<file path="src/rtl/online_pkg.sv">
// Shared definitions for the online arithmetic chain: borrow-save digit rail
// encodings, the converter state type and the rail-to-digit decoder.
package online_pkg;

  localparam logic [1:0] SD_POS  = 2'b10;
  localparam logic [1:0] SD_NEG  = 2'b01;
  localparam logic [1:0] SD_ZERO = 2'b00;

  // Decoded digit values, two's complement in two bits.
  localparam logic [1:0] DIG_P1 = 2'b01;
  localparam logic [1:0] DIG_Z  = 2'b00;
  localparam logic [1:0] DIG_N1 = 2'b11;

  typedef enum logic [1:0] {
    ST_IDLE    = 2'd0,
    ST_CONVERT = 2'd1,
    ST_HOLD    = 2'd2
  } state_e;

  // Both rails high cancel to zero, same as both low.
  function automatic logic [1:0] sd_decode(input logic plus, input logic minus);
    logic [1:0] dig;
    case ({plus, minus})
      SD_POS:  dig = DIG_P1;
      SD_NEG:  dig = DIG_N1;
      default: dig = DIG_Z;
    endcase
    return dig;
  endfunction

endpackage

</file>
<file path="src/rtl/otf_qqm_step.sv">
// One on-the-fly conversion step: picks the shifted next Q/QM pair for a
// decoded signed digit, keeping QM = Q - 1 without a carry chain.
module otf_qqm_step
  import online_pkg::*;
#(
  parameter int W = 9
) (
  input  logic [W-1:0] q_i,
  input  logic [W-1:0] qm_i,
  input  logic [1:0]   digit_i,
  output logic [W-1:0] q_o,
  output logic [W-1:0] qm_o
);

  always_comb begin
    q_o  = {q_i[W-2:0], 1'b0};
    qm_o = {qm_i[W-2:0], 1'b1};
    case (digit_i)
      DIG_P1: begin
        q_o  = {q_i[W-2:0], 1'b1};
        qm_o = {q_i[W-2:0], 1'b0};
      end
      DIG_N1: begin
        q_o  = {qm_i[W-2:0], 1'b1};
        qm_o = {qm_i[W-2:0], 1'b0};
      end
      default: begin
        q_o  = {q_i[W-2:0], 1'b0};
        qm_o = {qm_i[W-2:0], 1'b1};
      end
    endcase
  end

endmodule

</file>
<file path="src/rtl/otf_sd_converter.sv">
// MSD-first borrow-save to two's complement converter, one digit per cycle,
// with a start/convert/hold handshake and a registered result.
module otf_sd_converter
  import online_pkg::*;
#(
  parameter int DIGITS = 8
) (
  input  logic                         clk,
  input  logic                         reset,
  input  logic                         start,
  input  logic                         d_valid,
  input  logic                         d_plus,
  input  logic                         d_minus,
  output logic                         d_ready,
  output logic                         busy,
  output logic                         done,
  output logic                         result_valid,
  output logic [DIGITS:0]              result,
  output logic [$clog2(DIGITS+1)-1:0]  digit_cnt
);

  localparam int W  = DIGITS + 1;
  localparam int CW = $clog2(DIGITS + 1);

  state_e         state_q, state_d;
  logic [W-1:0]   q_q, q_d, qm_q, qm_d;
  logic [W-1:0]   q_step, qm_step;
  logic [CW-1:0]  cnt_q, cnt_d;
  logic [W-1:0]   result_q, result_d;
  logic           done_q, done_d;
  logic           rvalid_q, rvalid_d;

  otf_qqm_step #(.W(W)) u_step (
    .q_i     (q_q),
    .qm_i    (qm_q),
    .digit_i (sd_decode(d_plus, d_minus)),
    .q_o     (q_step),
    .qm_o    (qm_step)
  );

  always_comb begin
    state_d  = state_q;
    q_d      = q_q;
    qm_d     = qm_q;
    cnt_d    = cnt_q;
    result_d = result_q;
    done_d   = 1'b0;
    rvalid_d = rvalid_q;
    // start outranks any digit in every state, including an abort mid-run.
    if (start) begin
      state_d  = ST_CONVERT;
      q_d      = '0;
      qm_d     = '1;
      cnt_d    = '0;
      rvalid_d = 1'b0;
    end else if (state_q == ST_CONVERT && d_valid) begin
      q_d   = q_step;
      qm_d  = qm_step;
      cnt_d = cnt_q + CW'(1);
      if (cnt_q == CW'(DIGITS - 1)) begin
        result_d = q_step;
        done_d   = 1'b1;
        rvalid_d = 1'b1;
        state_d  = ST_HOLD;
      end
    end
  end

  always_ff @(posedge clk) begin
    if (reset) begin
      state_q  <= ST_IDLE;
      q_q      <= '0;
      qm_q     <= '1;
      cnt_q    <= '0;
      result_q <= '0;
      done_q   <= 1'b0;
      rvalid_q <= 1'b0;
    end else begin
      state_q  <= state_d;
      q_q      <= q_d;
      qm_q     <= qm_d;
      cnt_q    <= cnt_d;
      result_q <= result_d;
      done_q   <= done_d;
      rvalid_q <= rvalid_d;
    end
  end

  assign d_ready      = (state_q == ST_CONVERT);
  assign busy         = (state_q == ST_CONVERT);
  assign done         = done_q;
  assign result_valid = rvalid_q;
  assign result       = result_q;
  assign digit_cnt    = cnt_q;

endmodule

</file>
<file path="config.mk">
export PLATFORM = sky130hd
export DESIGN_NAME = otf_sd_converter
export DESIGN_NICKNAME = d
export VERILOG_FILES = /design/src/rtl/online_pkg.sv /design/src/rtl/otf_qqm_step.sv /design/src/rtl/otf_sd_converter.sv
export SDC_FILE = /design/constraint.sdc
export NUM_CORES = 1
export LEC_CHECK = 0
export ABC_AREA = 1
export ABC_CLOCK_PERIOD_IN_PS = 1600
export BUFFER_PORTS_ARGS = -buffer_cell sky130_fd_sc_hd__clkbuf_2
export CORE_MARGIN = 4
export CORE_UTILIZATION = 55
export DETAILED_ROUTE_END_ITERATION = 16
export PLACE_DENSITY = 0.77
export SLEW_MARGIN = 30
export SYNTH_ARGS = -nofsm -noshare
export SYNTH_HDL_FRONTEND = slang
export SYNTH_SLANG_ARGS = --single-unit
</file>
<file path="constraint.sdc">
create_clock -name clk -period 1.6 [get_ports clk]
set_clock_uncertainty 0.2 [all_clocks]
set_input_delay 0.16 -clock clk [delete_from_list [all_inputs] [get_ports clk]]
set_output_delay 0.16 -clock clk [all_outputs]
set_load 0.01 [all_outputs]
</file>
==> results.yml <==
global_routing:
  track_usage_pct: 19.3
  grt_overflow_total: 0
  grt_pass1_vias: 1324
  antenna_found_initial: 0
  grt_max_degree: 22
  grt_pass1_wl_um: 5310
detailed_routing:
  wl_met1_um: 1370
  drcViolationCount: 0
  drtPass1Iterations: 4
  drt_iter0_markers: 33
  top_layer_used: "met4"
  wl_met3_um: 168
  wl_met2_um: 1540
  avgViaCountPerCell: 5.18
  antenna_left: 0
  via_count: 1384
  detail_route.wirelength_um: 3120
  detail_route.wl_per_cell_um: 11.7
min_path:
  hold_path.class: "in -> reg"
clock_network:
  clock_path_buffers: 2
  cts_root_buf: "clkbuf_4"
  clkLatencyLatePin_ns: 0.34
  cts_buffers: 5
  cts_htree_levels: 2
  clkTransAtPathRegs_ns: 0.09
  cts_sinks: 32
  cts_tree: "built"
timing:
  final_max_slew_viol_count: 0
  setup_tns_ns: 0
  max_clock_freq_mhz: 683
  slew_headroom_pct: 66.4
  final_hold_viol_count: 0
  worstMarginPinSlew_ns: 0.504
  setup_viol_count_final: 0
  rsz0062_at_grt: "false"
  fin_ws_ns: 0.135
  finalWorstPathRequiredPeriod_ns: 1.46
  finalCritPeriodShare_pct: 91.6
power_and_ir_drop:
  ir_drop_v: 0.000701
  clock_power_share_pct: 32.9
  swShare_pct: 25.9
  p_int_mw: 1.08
  seq_power_share_pct: 56.1
  power_frac_comb_pct: 11.0
  power_density_mw_per_mm2: 834
  p_leak_nw: 0.843
  p_total_mw: 1.46
  switching_power_uw: 377
floorplan:
  ios: 23
  core-area_mm2: 0.00257
  fp-row-count: 18
  die_w_um: 60.9
  initial_utilization_pct: 59.9
  die_area_mm2: 0.00371
  fp.dieH_um: 60.9
setup_path:
  critPathMaxFanout: 10
  critPathLaunchType: "flop"
  path_class: "reg -> reg"
  worstPathArrival_ns: 1.50
  end_kind: "flop"
  required_ns: 1.64
placed_design:
  dp_slack_ns: 0.00198
  hpwl_um: 2270
  place_area_mm2: 0.00166
  portBuffers: 22
  gp_congestion: 0.825
run_status:
  outcome: "completed"
synth:
  synth_nets: 217
  ys_warn_count: 0
  syn_area_per_cell_um2: 7.43
  synth.ff_latch_count: 32
  synth_cell_types: 24
  ys_seq_area_share_pct: 41.7
  syn_inst: 207
  netlist_area_mm2: 0.00154
cells_and_area:
  fin_nets: 246
  drive_gt1_share_pct: 22.8
  num_antenna_cells: 0
  finish.utilization_pct: 68.1
  layout.area.seq_um2: 642
  fill_cells: 237
  multiInputGateArea_um2: 741
  fin_area_mm2: 0.00175
  syn2layout_area_growth_pct: 13.8
job:
  max_cap_violations: 0
==> routing by layer <==
layer	GRT usage, %	up-vias
met5	0	-
li1	-	709
met1	21.5	640
met2	33.4	30
met4	8.36	0
met3	6.38	5
==> power by group through the flow <==
| stage | combinational [mW] | sequential [mW] | clock (mW) |
|---|---|---|---|
| 3_3_place_gp | 0.153 | 0.837 | 0 |
| 4_1_cts | 0.160 | 0.819 | 0.496 |
| 6_report | 0.160 | 0.819 | 0.481 |
| 3_5_place_dp | 0.157 | 0.837 | 0 |
| 2_1_floorplan | 0.118 | 0.836 | 0 |
| 5_1_grt | 0.181 | 0.820 | 0.523 |
==> worst max-delay path, cell delays in order, from the launching register on <==
cell and delay (ns):
dfxtp_2 0.36, ha_1 0.19, inv_1 0.11, nor2_8 0.17, buf_4 0.14, nand3_1 0.06
nand2_1 0.08, nor2_1 0.05
==> area by class of cell <==
cell class / count / area share (%)
flip-flops and latches: 32 / 36.7
repair buffers: 30 / 10.1
clock buffers: 8 / 3.36
multi-input cells: 142 / 42.3
well taps: 30 / 2.15
inverters: 25 / 5.36
==> state kept, by name, summed over array words and instances (netlist names) <==
| signal | cells |
|---|---|
| result | 9 |
| q_q | 8 |
| done | 1 |
| state_q | 1 |
| digit_cnt | 4 |
| qm_q | 8 |
| result_valid | 1 |
==> what timing repair did <==
action,in CTS,in global routing
hold endpoints to repair,7,0
gates resized for setup,0,2
setup endpoints to repair,0,9
buffers inserted,0,2
hold buffers,1,0
==> worst paths after layout <==
kind | cells after the start | to | slack, ns | startpoint
max | 7 | result[5]$_SDFFE_PP0P_ | 0.14 | digit_cnt[1]$_SDFFE_PP0P_
max reg2reg | 7 | result[5]$_SDFFE_PP0P_ | 0.14 | digit_cnt[1]$_SDFFE_PP0P_
min | 4 | digit_cnt[3]$_SDFFE_PP0P_ | 0.04 | start
min reg2reg | 2 | q_q[7]$_SDFFE_PP0P_ | 0.25 | q_q[7]$_SDFFE_PP0P_
==> cells by family (layout without fill, tap and decap cells) <==
logic type | after synthesis | after routing | synth area share (%)
AO/OA/AOI/OAI | 39 | 39 | 14.8
XOR/XNOR | 2 | 2 | 1.14
adder cells (fa/ha/maj) | 4 | 4 | 3.25
buffers and inverters | 33 | 63 | 10.2
flip-flops | 32 | 32 | 41.7
AND/OR/NAND/NOR | 97 | 97 | 29.0
==> per-stage QoR <==
stage | std cells | hold WS [ns]
floorplan | 207 | 0.122
global placement | 256 | 0.237
detailed placement | 256 | 0.238
CTS | 265 | 0.0241
global route | 267 | 0.0792
finish | 267 | 0.0351
==> synth_stat cells <==
| cell | number | share of area (%) |
|---|---|---|
| buf_6 | 3 | 2.2 |
| ha_1 | 4 | 3.3 |
| a21oi_1 | 12 | 3.9 |
| nor2_1 | 27 | 6.6 |
| buf_4 | 2 | 0.98 |
| nor2_8 | 2 | 2.6 |
| o21ai_0 | 2 | 0.65 |
| xor2_1 | 2 | 1.1 |
| nand3_1 | 17 | 5.5 |
| inv_1 | 20 | 4.9 |
| buf_1 | 1 | 0.24 |
| a21oi_2 | 8 | 4.6 |
| inv_2 | 4 | 0.98 |
| buf_2 | 2 | 0.65 |
| o21bai_1 | 1 | 0.49 |
| nand2_1 | 46 | 11 |
| nor2_4 | 1 | 0.73 |
| nor2_2 | 1 | 0.41 |
| nor3_1 | 1 | 0.33 |
| nand3_4 | 1 | 1.1 |
| nand2_2 | 1 | 0.41 |
| o21ai_1 | 16 | 5.2 |
| clkinv_1 | 1 | 0.24 |
| dfxtp_1 | 32 | 42 |
==> placed cells by master (no fill, tap or decap), drive strengths merged <==
| cell | instances |
|---|---|
| xor2 | 2 |
| a21oi | 20 |
| clkinv | 1 |
| nand2 | 47 |
| nor3 | 1 |
| nor2 | 31 |
| dlygate4sd3 | 1 |
| buf | 7 |
| o21bai | 1 |
| nand3 | 18 |
| clkbuf | 30 |
| ha | 4 |
| o21ai | 18 |
| dfxtp | 32 |
| inv | 24 |
No activity file was read; power rests on OpenSTA's default activity.
